[src/rtl/ir_sensor_array.sv]
// Multi-channel IR sensor front end: synchronise, debounce on a prescaled tick,
// normalise polarity, and report edges, saturating event counts and the latest channel.
module ir_sensor_array #(
  parameter int CH         = 4,
  parameter int DIV        = 10,
  parameter int STABLE     = 6,
  parameter int ACTIVE_LOW = 1,
  parameter int CNT_W      = 8,
  parameter int IDX_W      = (CH > 1) ? $clog2(CH) : 1
) (
  input  logic                  clk,
  input  logic                  rst,
  input  logic [CH-1:0]         signal,
  input  logic                  clr_cnt,
  output logic [CH-1:0]         det,
  output logic [CH-1:0]         rise,
  output logic [CH-1:0]         fall,
  output logic [CH*CNT_W-1:0]   cnt,
  output logic                  any_det,
  output logic [IDX_W-1:0]      last_ch
);

  localparam int SW = (STABLE > 1) ? $clog2(STABLE) : 1;
  localparam logic INACT = (ACTIVE_LOW != 0) ? 1'b1 : 1'b0;
  localparam logic [SW-1:0] STAB_MAX = SW'(STABLE - 1);
  localparam logic [CNT_W-1:0] CNT_MAX = {CNT_W{1'b1}};

  logic [CH-1:0]    sync1_r;
  logic [CH-1:0]    sync2_r;
  logic [CH-1:0]    act_s;
  logic [CH-1:0]    det_r;
  logic [CH-1:0]    det_prev_r;
  logic [CH-1:0]    rise_s;
  logic [CH-1:0]    fall_s;
  logic [DIV-1:0]   presc_r;
  logic             tick_s;
  logic [SW-1:0]    stab_r [CH];
  logic [CNT_W-1:0] cnt_r [CH];
  logic [IDX_W-1:0] last_ch_r;
  logic [IDX_W-1:0] first_rise_s;

  // Two-flop synchroniser; idles at the inactive line level so release is quiet
  always_ff @(posedge clk or posedge rst) begin
    if (rst) begin
      sync1_r <= {CH{INACT}};
      sync2_r <= {CH{INACT}};
    end else begin
      sync1_r <= signal;
      sync2_r <= sync1_r;
    end
  end

  assign act_s = sync2_r ^ {CH{INACT}};

  // Free-running sample prescaler
  always_ff @(posedge clk or posedge rst) begin
    if (rst) begin
      presc_r <= {DIV{1'b0}};
    end else begin
      presc_r <= presc_r + 1'b1;
    end
  end

  assign tick_s = &presc_r;

  // Debounce: any sample matching det restarts qualification
  always_ff @(posedge clk or posedge rst) begin
    if (rst) begin
      det_r <= {CH{1'b0}};
      for (int i = 0; i < CH; i++) stab_r[i] <= {SW{1'b0}};
    end else if (tick_s) begin
      for (int i = 0; i < CH; i++) begin
        if (act_s[i] == det_r[i]) begin
          stab_r[i] <= {SW{1'b0}};
        end else if (stab_r[i] == STAB_MAX) begin
          det_r[i]  <= act_s[i];
          stab_r[i] <= {SW{1'b0}};
        end else begin
          stab_r[i] <= stab_r[i] + 1'b1;
        end
      end
    end
  end

  // Previous debounced level for edge extraction
  always_ff @(posedge clk or posedge rst) begin
    if (rst) begin
      det_prev_r <= {CH{1'b0}};
    end else begin
      det_prev_r <= det_r;
    end
  end

  assign rise_s = det_r & ~det_prev_r;
  assign fall_s = ~det_r & det_prev_r;

  // Saturating event counters; clear wins over a same-cycle rise
  always_ff @(posedge clk or posedge rst) begin
    if (rst) begin
      for (int i = 0; i < CH; i++) cnt_r[i] <= {CNT_W{1'b0}};
    end else begin
      for (int i = 0; i < CH; i++) begin
        if (clr_cnt) begin
          cnt_r[i] <= {CNT_W{1'b0}};
        end else if (rise_s[i] && (cnt_r[i] != CNT_MAX)) begin
          cnt_r[i] <= cnt_r[i] + 1'b1;
        end
      end
    end
  end

  // Lowest-index channel among the current rise pulses
  always_comb begin
    first_rise_s = {IDX_W{1'b0}};
    for (int i = CH - 1; i >= 0; i--) begin
      first_rise_s = rise_s[i] ? IDX_W'(i) : first_rise_s;
    end
  end

  // Most recent rising channel, held between events
  always_ff @(posedge clk or posedge rst) begin
    if (rst) begin
      last_ch_r <= {IDX_W{1'b0}};
    end else if (|rise_s) begin
      last_ch_r <= first_rise_s;
    end
  end

  genvar g;
  generate
    for (g = 0; g < CH; g++) begin : g_cnt
      assign cnt[g*CNT_W +: CNT_W] = cnt_r[g];
    end
  endgenerate

  assign det     = det_r;
  assign rise    = rise_s;
  assign fall    = fall_s;
  assign any_det = |det_r;
  assign last_ch = last_ch_r;

endmodule

[config.mk]
export PLATFORM = sky130hd
export DESIGN_NAME = ir_sensor_array
export DESIGN_NICKNAME = d
export VERILOG_FILES = /design/src/rtl/ir_sensor_array.sv
export SDC_FILE = /design/constraint.sdc
export NUM_CORES = 1
export LEC_CHECK = 0
export BUFFER_PORTS_ARGS = -buffer_cell sky130_fd_sc_hd__buf_2
export CAP_MARGIN = 10
export CORE_ASPECT_RATIO = 0.5
export CORE_MARGIN = 8
export CORE_UTILIZATION = 40
export DETAILED_ROUTE_END_ITERATION = 16
export GPL_TIMING_DRIVEN = 1
export PLACE_DENSITY_LB_ADDON = 0.05
export SLEW_MARGIN = 10
export SYNTH_ARGS = -nofsm -noshare
export SYNTH_HDL_FRONTEND = slang
export SYNTH_SLANG_ARGS = --single-unit
export TNS_END_PERCENT = 100
[constraint.sdc]
create_clock -name clk -period 3.16 [get_ports clk]
set_input_delay 0.632 -clock clk [delete_from_list [all_inputs] [get_ports clk]]
set_output_delay 0.632 -clock clk [all_outputs]
set_load 0.01 [all_outputs]
==> impl_metrics.json <==
{
  "status": "finished clean",
  "grt_max_degree": 39,
  "cts_setup_buffers": 0,
  "period_minus_slack_ns": 2.15,
  "diodes": 0,
  "synth.area.mux_share_pct": 4.70,
  "clk_latency_ns": 0.34,
  "antenna_found_initial": 0,
  "hold_viol_final": 0,
  "core_sq_um": 8000,
  "drive_gt1_share_pct": 23.7,
  "ctsLongestPathBuffers": 2,
  "cts_tree": "built",
  "period_share_pct": 68.1,
  "synthTopCellsByArea": "dfrtp_1 49%, dfstp_2 6.4%, mux2i_1 3.3%, nor2_1 3.2%, xor2_1 3.2%",
  "top_level_ports": 54,
  "dp_slack_ns": 1.23,
  "area_growth_syn_to_layout_pct": 20.9,
  "drv_cap": 0,
  "timing.fmax_mhz": 465,
  "synthCells": 307,
  "yosysUniqueCellTypes": 38,
  "required_ns": 2.53,
  "path_cells": "nor2b_1 -> buf_2",
  "ys_seq_area_share_pct": 54.9,
  "die_w_um": 144,
  "ys_warn_count": 0,
  "worst_slack_ns": 1.01,
  "wl_per_cell_um": 14.8,
  "reg2reg_depth": 5,
  "setup_viol": 0,
  "synth_top_area_share_pct": 48.5,
  "critPathCaptureType": "primary output",
  "crit_arrival_ns": 1.52,
  "viasPerCell": 5.17,
  "netlist_area_sq_um": 3300,
  "synthAdderAreaFrac_pct": 1.90,
  "die_h_um": 80.2,
  "start_util_pct": 41.3,
  "via_count": 2498,
  "place.gp.congestion": 0.788,
  "clk_pin_slew_ns": 0.06,
  "first_pass_iters": 6,
  "avgSynthCellArea_sq_um": 10.8,
  "drc": 0,
  "finalPower_mw": 1.97,
  "start_kind": "register",
  "whs_path_depth": 0,
  "synthSimpleGateAreaFrac_pct": 20.0,
  "ir_drop_mv": 0.261,
  "routed_wl_um": 7130,
  "worstSetupPathType": "register to primary output",
  "cts_root_buffer": "clkbuf_16",
  "clock_sinks": 72,
  "synth_compound_area_share_pct": 9.74,
  "min_path_type": "register to register",
  "cp.depth": 2,
  "final_antenna_net_count": 0,
  "cts_made_buffers": 9,
  "die_area_sq_um": 11600,
  "p_leak_nw": 1.92,
  "grt_pass1_vias": 2429,
  "cts_hold_buf": 0,
  "finalMaxSlewViolations": 0,
  "global_route.overflow_total": 0,
  "yosys.area.top_type": "dfrtp_1",
  "cp_slowest_cell": "nor2b_1",
  "fin_nets": 378,
  "rows": 23,
  "tns_ns": 0,
  "drt_iter0_drc": 107,
  "hpwl_um": 4990,
  "h-tree-depth": 3,
  "synth-xor-area-share_pct": 5.57,
  "hold_ws_ns": 0.356,
  "synth_fp_nets": 319,
  "rsz0062_at_grt": "false",
  "io_buffers": 53,
  "critical_path_buf_inv_count": 1,
  "cts_resized": 0,
  "clock-skew-final_ns": 0.00714,
  "cpPeakStageDelay_ns": 0.50,
  "grt_use_total_pct": 13.3,
  "synth_seq_cells": 72,
  "worst_slew_pin_slew_ns": 0.607,
  "relSlewSlack_pct": 59.5,
  "cp_top_family": "simple AND/OR/NAND/NOR gates",
  "p_per_area_nw_per_um2": 493,
  "cp_max_fo": 8,
  "grt_pass1_wl_um": 12000,
  "synth_top_family_by_area": "simple AND/OR/NAND/NOR gates"
}
[layout by cell type, fill, tap and decap left out, drive strengths merged, types with 2 or more instances in the layout]
master | Yosys | final
mux2i | 11 | 11
buf | 0 | 55
nand2 | 8 | 8
nand2b | 2 | 2
dfrtp | 64 | 64
xnor2 | 9 | 9
and2 | 4 | 4
o2111ai | 2 | 2
o211ai | 2 | 2
a311oi | 3 | 3
inv | 20 | 21
and3 | 6 | 6
ha | 5 | 5
and4 | 4 | 4
nor3 | 11 | 11
nand4 | 10 | 10
and4b | 7 | 7
a31oi | 10 | 10
clkinv | 1 | 3
or4 | 3 | 3
o21bai | 2 | 2
a211oi | 6 | 6
o21ai | 22 | 22
dfstp | 8 | 8
nand3 | 14 | 14
mux2 | 4 | 4
a21oi | 6 | 6
nor2 | 28 | 28
clkinvlp | 0 | 3
clkbuf | 7 | 9
nor4 | 3 | 3
nor2b | 7 | 7
nand4b | 3 | 3
xor2 | 12 | 12
[layout make-up]
class	count	area [sq um]
Clock buffer	9	225
Fill cell	750	4010
Multi-Input combinational cell	207	1380
Timing Repair Buffer	55	280
Clock inverter	7	71.3
Sequential cell	72	1810
Inverter	21	78.8
Tap cell	112	140
[stage by stage]
| step | std cells | area [sq um] | utilization (%) |
|---|---|---|---|
| floorplan | 307 | 3300 | - |
| global placement | 467 | 3690 | 46.2 |
| detailed placement | 467 | 3690 | 46.2 |
| CTS | 483 | 3990 | 49.9 |
| global route | 483 | 3990 | 49.9 |
| finish | 483 | 3990 | 49.9 |
[cell families after synthesis]
kind of cell,count (synthesis)
buf+inv,28
xor+xnor,21
simple gates,113
compound gates,53
flops,72
mux,15
fa+ha+maj,5
[cell usage after synthesis]
cell       count
dfrtp_1       64
dfstp_2        8
and2_1         4
o2111ai_1      2
or2_2          1
nand2_1        8
nand2b_1       2
clkbuf_1       7
nor4b_1        1
xor2_1        12
xnor2_1        9
nor2_1        28
or4_1          3
a31oi_1       10
mux2_2         4
nand4_4        1
clkinv_1       1
a311oi_1       3
nor2b_1        7
nand4_1        9
o21ai_0       16
nand4b_1       3
or4b_4         1
and4_1         3
nand3_1       14
a21oi_1        6
o21ai_1        6
o211ai_1       2
nor4_1         3
and4b_1        7
nor3_1        11
o21bai_1       2
and3_1         6
ha_1           5
inv_1         20
a211oi_1       6
mux2i_1       11
and4_4         1
[state kept, by name, indices dropped and copies added (netlist names)]
name and flops:
cnt 32, stab_r 12, presc_r 10, det 4, det_prev_r 4, sync1_r 4, sync2_r 4, last_ch 2
[final timing paths]
kind / from / end / slack (ns)
max in group asynchronous: rst / cnt[28] / 2.38
worst max register to register: presc_r[0] / stab_r[1] / 1.25
min in group asynchronous: rst / det_prev_r[3] / 0.38
worst min-delay path: sync1_r[1] / sync2_r[1] / 0.36
worst min register to register: sync1_r[1] / sync2_r[1] / 0.36
worst max-delay path: det[1] / rise[1] / 1.01
[worst register-to-register path: stages, from the launching register on]
cell and delay (ns):
dfrtp_1 0.39, ha_1 0.20, and3_1 0.29, nand4_4 0.24
or4b_4 0.58, o21ai_1 0.15
[power breakdown]
part / switching [mW] / internal (mW) / leakage [nW]
Combinational: 0.0279 / 0.00649 / 0.822
Clock: 0.389 / 0.610 / 0.138
Sequential: 0.00253 / 0.932 / 0.964
Total: 0.420 / 1.55 / 1.92
[metal layers]
metal,vias up,routed length [um],track usage (%)
met5,-,0,0
met4,0,88,5.56
met3,11,433,5.03
met2,40,3350,20.8
met1,1219,3260,16.4
li1,1228,-,-
No activity file was read; power rests on OpenSTA's default activity.
